[src/rtl/tick_sched.sv]
// Timestep generator for the SNN core grid: issues a tick after the fabric has drained
// (DRAIN), or periodically at a programmable period while a sequence runs (FREERUN).
module tick_sched #(
    parameter int NUM_CORES    = 6,
    parameter int QUIET_CYCLES = 5,
    parameter int PERIOD_W     = 32,
    parameter int TCNT_W       = 16
) (
    input  logic                 clk,
    input  logic                 rst_n,
    input  logic                 abort,
    input  logic                 input_empty,
    input  logic                 grid_idle,
    input  logic [NUM_CORES-1:0] core_empty,
    input  logic                 start_seq,
    input  logic                 complete,
    input  logic [PERIOD_W-1:0]  period,
    output logic                 tick,
    output logic [TCNT_W-1:0]    tick_count,
    output logic                 busy,
    output logic [1:0]           sched_state
);

    localparam int QW = $clog2(QUIET_CYCLES + 1);
    localparam logic [QW-1:0] QUIET_LAST = QW'(QUIET_CYCLES - 1);

    typedef enum logic [1:0] {
        ST_IDLE    = 2'd0,
        ST_DRAIN   = 2'd1,
        ST_WAIT    = 2'd2,
        ST_FREERUN = 2'd3
    } state_t;

    state_t              state_q, state_d;
    logic [QW-1:0]       quiet_cnt_q, quiet_cnt_d;
    logic [PERIOD_W-1:0] period_q, period_d;
    logic [PERIOD_W-1:0] period_cnt_q, period_cnt_d;
    logic                tick_q, tick_d;
    logic [TCNT_W-1:0]   tick_count_q, tick_count_d;
    logic                busy_q, busy_d;
    logic                quiet;

    assign quiet = input_empty & grid_idle & (&core_empty);

    always_comb begin
        state_d      = state_q;
        quiet_cnt_d  = quiet_cnt_q;
        period_d     = period_q;
        period_cnt_d = period_cnt_q;
        tick_d       = 1'b0;

        case (state_q)
            ST_IDLE: begin
                if (!input_empty) begin
                    state_d = ST_DRAIN;
                end
            end
            ST_DRAIN: begin
                if (!quiet) begin
                    quiet_cnt_d = '0;
                end else if (quiet_cnt_q == QUIET_LAST) begin
                    quiet_cnt_d = '0;
                    tick_d      = 1'b1;
                    state_d     = ST_WAIT;
                end else begin
                    quiet_cnt_d = quiet_cnt_q + QW'(1);
                end
            end
            ST_WAIT: begin
                if (!input_empty) begin
                    state_d = ST_DRAIN;
                end else if (start_seq) begin
                    state_d      = ST_FREERUN;
                    period_d     = period;
                    period_cnt_d = '0;
                end
            end
            ST_FREERUN: begin
                // The period is only sampled on entry; a zero period parks here silently.
                if (complete) begin
                    state_d      = ST_IDLE;
                    period_cnt_d = '0;
                end else if (period_q == '0) begin
                    period_cnt_d = '0;
                end else if (period_cnt_q == period_q - PERIOD_W'(1)) begin
                    period_cnt_d = '0;
                    tick_d       = 1'b1;
                end else begin
                    period_cnt_d = period_cnt_q + PERIOD_W'(1);
                end
            end
        endcase

        if (abort) begin
            state_d      = ST_IDLE;
            quiet_cnt_d  = '0;
            period_cnt_d = '0;
            tick_d       = 1'b0;
        end

        // The count moves in the same edge as the tick pulse, so both appear together.
        tick_count_d = tick_d ? tick_count_q + TCNT_W'(1) : tick_count_q;
        busy_d       = (state_d != ST_IDLE);
    end

    always_ff @(posedge clk or negedge rst_n) begin
        if (!rst_n) begin
            state_q      <= ST_IDLE;
            quiet_cnt_q  <= '0;
            period_q     <= '0;
            period_cnt_q <= '0;
            tick_q       <= 1'b0;
            tick_count_q <= '0;
            busy_q       <= 1'b0;
        end else begin
            state_q      <= state_d;
            quiet_cnt_q  <= quiet_cnt_d;
            period_q     <= period_d;
            period_cnt_q <= period_cnt_d;
            tick_q       <= tick_d;
            tick_count_q <= tick_count_d;
            busy_q       <= busy_d;
        end
    end

    assign tick        = tick_q;
    assign tick_count  = tick_count_q;
    assign busy        = busy_q;
    assign sched_state = state_q;

endmodule

[config.mk]
export PLATFORM = sky130hd
export DESIGN_NAME = tick_sched
export DESIGN_NICKNAME = d
export VERILOG_FILES = /design/src/rtl/tick_sched.sv
export SDC_FILE = /design/constraint.sdc
export NUM_CORES = 1
export LEC_CHECK = 0
export ABC_AREA = 1
export CAP_MARGIN = 20
export CORE_MARGIN = 2
export CORE_UTILIZATION = 35
export CTS_CLUSTER_DIAMETER = 100
export DETAILED_ROUTE_END_ITERATION = 8
export HOLD_SLACK_MARGIN = 0.15
export PLACE_DENSITY = 0.54
export SKIP_CTS_REPAIR_TIMING = 1
export SYNTH_ARGS = -nofsm -noshare
export SYNTH_HDL_FRONTEND = slang
export SYNTH_SLANG_ARGS = --single-unit
[constraint.sdc]
create_clock -name clk -period 2.6 [get_ports clk]
set_input_delay 0.78 -clock clk [delete_from_list [all_inputs] [get_ports clk]]
set_output_delay 0.78 -clock clk [all_outputs]
set_load 0.005 [all_outputs]
==> impl.org, run 1 <==
** Detailed routing
- The first routing iteration left 380 violations.
- DRC violation count after routing :: 0
- Routed len/inst :: roughly 14 um
- The final layout contains routed wiring with a total length of 17910 um.
- Number of search-and-repair iterations in the first detailed-routing pass :: 5
- Ratio of routed vias to standard cells :: just under 5
- Antenna-violating nets left :: 0
- Across all layers, the routed design uses around 6000 vias.

** Setup path
- Critical Path RT :: approximately 2.8 ns
- On the critical path the largest part of the delay comes from simple AND/OR/NAND/NOR gates.
- Highest net fanout along the worst path :: 6
- The setup path with the least slack is of type reg -> reg.
- Critical path capture point :: period_cnt_q[25]
- Cell seen most often among critical-path stages :: sky130_fd_sc_hd__nand2_1
- The setup check on the worst reg-to-reg path leaves a slack of about 0.094 ns.
- Startpoint type of the worst setup path :: flip-flop
- Arrival time of data at the critical path endpoint :: about 2.7 ns
- Traced cell by cell, the critical path runs through inv_2, ha_4, nand3_4, nor2_4, nand2_4, nor2_2, nand2_1, nand3_1, nand2_1, nor2_1, nand2_1, nor2_4, nand2_1, nand2_1, buf_4, nor2_1, o21ai_0, nand2_1.
- The startpoint identified for the worst register-to-register timing path is period_q[0].
- Endpoint of the worst-slack reg-to-reg timing path :: period_cnt_q[25]
- For this run, the slowest stage of the critical path takes roughly 0.39 ns.
- The critical path contains buffers and inverters numbering 2 combined.
- Counting cells, the worst reg-to-reg path comes to 18.
- Critical-path cell with the highest stage delay :: sky130_fd_sc_hd__dfrtp_1
- Counting buffers and inverters, the worst setup path is 18 cells deep.
- The critical path starts at period_q[0].
- Critical Path Sink Type :: flip-flop

** Die
- DIE AREA :: between 15000 and 20000 um^2
- The initial utilization of the core area, before any placement, comes to 0.3599.
- After floorplanning, the core was sized to cover between 15000 and 20000 um^2.
- In this run the count of I/O pins placed on the die edge is 65.
- Number of placement rows :: 47
- Horizontal die dimension :: between 100 and 150 um
- Overall die height :: between 100 and 150 um

** Global routing
- First-pass GRT wire length :: ~29000 um
- Pin count of the biggest net entering global routing :: between 40 and 50
- Overall routing resource usage :: 0.2034
- After global routing the overflow that remains totals 0.
- The number of global-route vias before repair is roughly 5700.
- The number of antenna violations at the first check in global routing is 0.

** Timing
- In the finished design, the share of the clock period the worst path needs comes to 0.9638.
- Slew Limit Fails :: 0
- Minimum clock period :: approximately 2.5 ns
- Unrepaired setup endpoints after global routing :: true
- Between clock sinks in the finished design, the worst skew comes to about 0.0069 ns.
- Headroom to the max-slew limit :: 0.5364
- Static timing analysis puts the maximum clock frequency at between 0.3 and 0.4 GHz.
- At the pin with the least slew margin, the transition time is approximately 0.69 ns.
- Hold Vio Cnt, Final :: 0
- Setup violations remaining at the end of the flow were counted as 0.
- Setup slack closes at around 0.094 ns.

** Power and ir drop
- For this design the ratio of total power to cell area is around 360 nW/um^2.
- Worst ir drop on vdd :: 0.2868 mV
- Leakage :: 3.741 nW
- Total power for the finished layout comes to just under 3 mW.

** Clock tree
- Clock buffers created by TritonCTS :: 9
- Worst skew pair latency :: ~0.35 ns
- Root Buffer Master :: sky130_fd_sc_hd__clkbuf_16
- CTS tree :: done
- Register clock-pin slew on the reported worst setup and hold paths :: approximately 0.06 ns
- The clock passes through at most 2 buffers.
- Number of sinks handled by clock tree synthesis :: 87
- Htree depth :: 3

** Placement
- Before CTS, the worst setup slack after placement is -0.1320 ns.
- After detailed placement, the total cell area comes to approximately 7500 um^2.
- Placed cell count :: ~1200
- Buffers placed on the I/O ports in this run total 64.
- Placer Congestion :: ~0.9
- Detail Placement HPWL :: approximately 14000 um

** Finish
- After the flow finishes, the layout carries non-filler instances totaling approximately 1200.
- The repair_antennas step left the layout with diodes totalling 0.
- In the final layout, the share of cells above drive strength 1 is 0.2014.
- At the end of the flow the core is filled with cells to 0.4858.
- Layout Nets :: between 1000 and 1500
- Relative to the synthesized area, the layout overhead comes to 34.99%.
- With fillers left out, the area of the finished cells amounts to between 8000 and 9000 um^2.

** Synthesis
- The commonest cells after synthesis are sky130_fd_sc_hd__nand2_1 (240), sky130_fd_sc_hd__nor2_1 (113), sky130_fd_sc_hd__inv_1 (112), sky130_fd_sc_hd__dfrtp_1 (87), sky130_fd_sc_hd__nand3_1 (60).
- Sequential-to-total area share from yosys stat :: 0.3622
- Synthesis inferred 87 register bits.
- Yosys printed 0 warnings.
- The synthesized design contains 0 enable-type register cells.
- Count of distinct cell types in the synthesized netlist :: 38
- Top_reg_cell synth :: sky130_fd_sc_hd__dfrtp_1
- Library cell occupying the most area in the post-synthesis netlist :: sky130_fd_sc_hd__dfrtp_1
- The share of synthesized area in the top cell type comes to 0.3622.
- Sorting the synthesized cells by area gives the leading types as sky130_fd_sc_hd__dfrtp_1 (36%), sky130_fd_sc_hd__nand2_1 (15%), sky130_fd_sc_hd__nor2_1 (7.1%), sky130_fd_sc_hd__inv_1 (7.0%), sky130_fd_sc_hd__xor2_1 (5.7%).
- Gate Count Post-Synth :: between 800 and 900
- The synthesized netlist occupies a cell area of 6011 um^2.
- Each instance of the synthesized netlist takes up on average 6.917 um^2.
- By instance count, the leading cell after synthesis is sky130_fd_sc_hd__nand2_1.
- Of all flip-flops after synthesis, the portion carrying an async set or reset was 1.000.
- Net Count, Synth :: around 900

** Job
- Max-cap violations :: 0

** Min path
- Worst min-delay path category :: in -> async

** Status
- Status :: finished clean
-- per-layer routing --
layer / routed length, um / GRT usage
met1: 8968 / 0.2976
met2: 7954 / 0.3139
met3: 818 / 0.03228
met4: 165 / 0.05093
met5: 0 / 0
-- registers in the layout, summed over array words and instances, names as in the netlist --
signal / flops
tick_count: 16
busy: 1
sched_state: 2
quiet_cnt_q: 3
tick: 1
period_cnt_q: 32
period_q: 32
-- per-stage QoR --
step	TNS, ns	hold WS, ns
6_report	0	0.2903
4_1_cts	-0.8629	0.2814
3_3_place_gp	-1.418	0.4818
3_5_place_dp	-1.460	0.4912
2_1_floorplan	0	0.4837
5_1_grt	-1.285	0.2929
-- power by group --
| group | internal (mW) | total, mW | switching (mW) |
|---|---|---|---|
| logic | 0.124 | 0.240 | 0.116 |
| registers | 1.37 | 1.38 | 0.0165 |
| clock network | 0.757 | 1.30 | 0.545 |
| total | 2.25 | 2.92 | 0.677 |
-- final cells by class --
class,count,area (um^2)
Clock buffer,10,239.0
Clock inverter,4,47.55
Fill cell,1731,8587
Inverter,118,442.9
Multi-Input combinational cell,652,3611
Sequential cell,87,2192
Tap cell,220,275.3
Timing Repair Buffer,147,1306
-- placed cells by master, fill, tap and decap left out, types with 4 or more instances in the layout --
| cell type | n |
|---|---|
| sky130_fd_sc_hd__nand2_1 | 232 |
| sky130_fd_sc_hd__inv_1 | 110 |
| sky130_fd_sc_hd__nor2_1 | 93 |
| sky130_fd_sc_hd__buf_4 | 79 |
| sky130_fd_sc_hd__dfrtp_1 | 75 |
| sky130_fd_sc_hd__clkdlybuf4s50_1 | 63 |
| sky130_fd_sc_hd__nand3_1 | 54 |
| sky130_fd_sc_hd__xor2_1 | 37 |
| sky130_fd_sc_hd__o21ai_0 | 29 |
| sky130_fd_sc_hd__nand4_1 | 26 |
| sky130_fd_sc_hd__a21oi_1 | 20 |
| sky130_fd_sc_hd__nor2_2 | 19 |
| sky130_fd_sc_hd__nor2_4 | 19 |
| sky130_fd_sc_hd__nor3_1 | 17 |
| sky130_fd_sc_hd__o22ai_1 | 17 |
| sky130_fd_sc_hd__mux2_2 | 14 |
| sky130_fd_sc_hd__dfrtp_2 | 12 |
| sky130_fd_sc_hd__xnor2_1 | 11 |
| sky130_fd_sc_hd__nand2_2 | 9 |
| sky130_fd_sc_hd__clkbuf_16 | 9 |
| sky130_fd_sc_hd__nand3_2 | 7 |
| sky130_fd_sc_hd__inv_2 | 6 |
| sky130_fd_sc_hd__nand3b_1 | 5 |
| sky130_fd_sc_hd__nor4_1 | 5 |
| sky130_fd_sc_hd__o21ai_1 | 5 |
| sky130_fd_sc_hd__nand2_4 | 4 |
-- worst min path at each step --
stage	start	slack, ns	cells after the start	to
after floorplan	rst_n	0.48	0	busy
after global placement	tick_count[5]	0.48	2	tick_count[5]
after detailed placement	tick_count[6]	0.49	2	tick_count[6]
after CTS	rst_n	0.28	1	period_q[8]
after global routing	rst_n	0.29	1	period_cnt_q[1]
final	rst_n	0.29	1	period_q[1]
-- cells by family (layout without fill, tap and decap cells) --
| group | after synthesis | after routing | synth area share |
|---|---|---|---|
| simple gates | 501 | 503 | 0.3666 |
| xor+xnor | 52 | 52 | 0.07702 |
| mux | 14 | 14 | 0.02623 |
| buf+inv | 132 | 279 | 0.08680 |
| fa+ha+maj | 5 | 5 | 0.01041 |
| compound gates | 78 | 78 | 0.07078 |
| flops | 87 | 87 | 0.3622 |
No activity file was read; power rests on OpenSTA's default activity.
==> inputs of run 2 (changes only) <==
--- a/config.mk
+++ b/config.mk
@@ -7,6 +7,7 @@
 export LEC_CHECK = 0
 export ABC_AREA = 1
 export CAP_MARGIN = 20
+export CORE_ASPECT_RATIO = 0.6
 export CORE_MARGIN = 2
 export CORE_UTILIZATION = 35
 export CTS_CLUSTER_DIAMETER = 100
@@ -17,3 +18,4 @@
 export SYNTH_ARGS = -nofsm -noshare
 export SYNTH_HDL_FRONTEND = slang
 export SYNTH_SLANG_ARGS = --single-unit
+export TNS_END_PERCENT = 20
==> constraint.sdc (replaced) <==
create_clock -name clk -period 2.4 [get_ports clk]
set_input_delay 0.72 -clock clk [delete_from_list [all_inputs] [get_ports clk]]
set_output_delay 0.72 -clock clk [all_outputs]
set_load 0.005 [all_outputs]
==> run 2 against run 1 <==
Compared with the run above: the flow now finishes with violations (setup timing); sequential share of layout area down 0.79 points; register-to-register slack got worse by 0.25 ns; combinational power increased by 5%; sequential power up 8%; via count grew 3.1%; flip-flop and latch count unchanged; power up 6.8%; first-iteration DRC count increased by 64%; cell area up 2.9%; critical path depth shrank 2; largest power group unchanged.
==> impl.org, run 2 (synthesis results as in run 1) <==
** Status
- Status :: finished with violations
- Violations in the final reports :: setup timing

** Die
- The vertical die dimension came to 105.5 um (-22%).
- Core ar. :: 16990 um^2 (+1.7%)
- The width of the die came to 173.2 um (+28%).
- The count of boundary I/O pins is 65 (unchanged).
- The full die area came to 18270 um^2 (+0.18%).
- Effective utilization at floorplan :: 0.3538 (-0.006123)
- Number of placement rows :: 37 (-21%)

** Detailed routing
- Routed wire length :: 19400 um (+8.3%)
- DRC violation count after routing :: 0 (unchanged)
- Routed len/inst :: 15.12 um (+4.5%)
- The total vias in the final route came to 6173 (+3.1%).
- The detail-routed via count per cell is 4.811 (-0.49%).
- The detailed router's first-iteration violation count is 624 (+64%).
- The number of search-and-repair iterations in the first detailed-routing pass was 5 (unchanged).
- The number of nets with antenna violations after detailed routing came to 0 (unchanged).

** Setup path
- The data required time at the worst endpoint is 2.61 ns (-0.22 ns).
- The maximum fanout along the worst path came to 7 (+1).
- The arrival time of data at the critical path endpoint came to 2.77 ns (+0.03 ns).
- Tracing the worst setup path back leads to its startpoint at period_q[0].
- Worst reg2reg startpoint :: period_q[0]
- Critical Path Sink Type :: flip-flop
- STA classifies the critical path startpoint as a flip-flop.
- The setup path with the least slack is of type reg -> reg.

** Placement
- The HPWL after detailed placement was 14750 um (+5.9%).
- Count of input and output buffers :: 64 (unchanged)
- Placer Congestion :: 0.9548 (+5.7%)

** Finish
- In the layout the commonest cells are sky130_fd_sc_hd__nand2_1 (230), sky130_fd_sc_hd__inv_1 (111), sky130_fd_sc_hd__buf_4 (108).
- Fraction of final layout cells sized beyond drive strength 1 :: 0.2202 (+0.01883)
- Most frequent standard cell in the layout excluding fill and tap cells :: sky130_fd_sc_hd__nand2_1
- Number of inserted diodes :: 0 (unchanged)
- Layout Nets :: 1095 (+2.8%)
- The area growth from synthesis to layout is 38.88%.
- The filler cell count in the final layout was 1702 (-1.7%).

** Clock tree
- The number of levels in the clock H-tree came to 3 (unchanged).
- TritonCTS built the clock tree.
- Root Buffer Master :: sky130_fd_sc_hd__clkbuf_16
- CTS max path bufs :: 2 (unchanged)
- Clock buffers created by TritonCTS :: 9 (unchanged)
- Register clock-pin slew on the reported worst setup and hold paths :: 0.07 ns (about the same)
- Number of sinks handled by clock tree synthesis :: 87 (unchanged)
- Worst skew pair latency :: 0.35 ns (about the same)

** Global routing
- First-pass GRT wire length :: 29960 um (+2.8%)
- Global route total overflow :: 0 (unchanged)
- Pin count of the biggest net entering global routing :: 88 (+87%)
- The total routing usage reported by global routing came to 0.2107 (+0.007294).
- Via count of the first global-routing pass :: 5480 (-3.6%)
- Antenna violations before repair :: 0 (unchanged)

** Power and ir drop
- The final total power was 3.121 mW (+6.8%).
- Power density over the cells :: 373.9 nW/um^2 (+3.8%)
- The cell leakage power was 3.919 nW (+4.8%).
- Worst ir drop on vdd :: 0.3351 mV (+17%)

** Timing
- The final setup TNS was -2.917 ns (-2.917 ns).
- Maximum clock frequency :: 0.3913 GHz (-1.9%)
- The shortest clock period the worst path allows after layout was 2.555 ns (+0.04944 ns).
- Setup repair after global routing could not meet its margin everywhere.
- The setup skew after layout was 0.009324 ns (+0.002389 ns).
- The worst-margin pin slew came to 0.5115 ns (-0.1785 ns).
- The number of endpoints failing setup at the final stage was 39 (+39).
- The number of hold violations in the final report was 0 (unchanged).
- Slew Limit Fails :: 0 (unchanged)
- The relative max-transition margin was 0.6564 (+0.1199).
- The fraction of the cycle the final worst path needs was 1.065 (+0.1009).
- The slack of the critical path was -0.1553 ns (-0.2494 ns).

** Min path
- The min-delay analysis places its worst path in the category in -> async.

** Job
- The count of maximum capacitance violations was 0 (unchanged).
run 2: worst max-delay path: stages (launching register included):
cell and delay [ns]:
sky130_fd_sc_hd__dfrtp_1 0.39, sky130_fd_sc_hd__inv_2 0.09, sky130_fd_sc_hd__ha_4 0.16, sky130_fd_sc_hd__nand3_4 0.11, sky130_fd_sc_hd__nor2_4 0.26, sky130_fd_sc_hd__nand2_2 0.10, sky130_fd_sc_hd__xor2_1 0.16, sky130_fd_sc_hd__nor2_1 0.12
sky130_fd_sc_hd__nand2_1 0.07, sky130_fd_sc_hd__nor2_1 0.12, sky130_fd_sc_hd__nand2_1 0.08, sky130_fd_sc_hd__nor2_2 0.17, sky130_fd_sc_hd__nand2_1 0.11, sky130_fd_sc_hd__nand2_4 0.11, sky130_fd_sc_hd__inv_1 0.17, sky130_fd_sc_hd__nand3_1 0.11
sky130_fd_sc_hd__o21ai_0 0.09
run 2: power breakdown:
group          leakage, nW  switching (mW)  total [mW]  internal, mW
Sequential            1.08          0.0169        1.49          1.48
Clock                0.134           0.618        1.37         0.756
Combinational         2.71           0.125       0.252         0.127
run 2: layer usage:
layer  up-vias  track usage  part of all wire
met4         0      0.03753            0.0055
met3         8      0.04870             0.089
met5         -            0                 0
met2       211       0.2509              0.35
met1      2813       0.3623              0.56
li1       3141            -                 -
run 2: cell type report:
cell class                 instances  area [um^2]  share of cell area
timing repair buffer             179         1612              0.1930
sequential                        87         2190              0.2623
clock inverter                     4        28.78            0.003447
inverter                         118        442.9             0.05306
multi-input combinational        650         3530              0.4228
clock buffer                      11        252.7             0.03028
tap                              234        292.8             0.03507
run 2: through the flow:
| step | std cells | utilization | cell area (um^2) | hold slack, ns | worst slack [ns] |
|---|---|---|---|---|---|
| global route | 1283 | 0.4913 | 8348 | 0.4297 | -0.3273 |
| detailed placement | 1259 | 0.4547 | 7726 | 0.4887 | -0.1950 |
| floorplan | 869 | - | 6011 | 0.4244 | 0.1775 |
| CTS | 1274 | 0.4713 | 8008 | 0.4350 | -0.1639 |
| finish | 1283 | 0.4913 | 8348 | 0.3893 | -0.1553 |
| global placement | 1259 | 0.4547 | 7726 | 0.4883 | -0.1956 |
run 2: worst paths after layout:
check,to,slack (ns),depth (start not counted)
max in group asynchronous,period_cnt_q[0],1.56,2
setup reg to reg,period_cnt_q[26],-0.16,16
hold reg to reg,tick_count[6],0.51,2
hold / removal,tick_count[5],0.39,2
setup / recovery,period_cnt_q[26],-0.16,16
min in group clk,tick_count[6],0.51,2
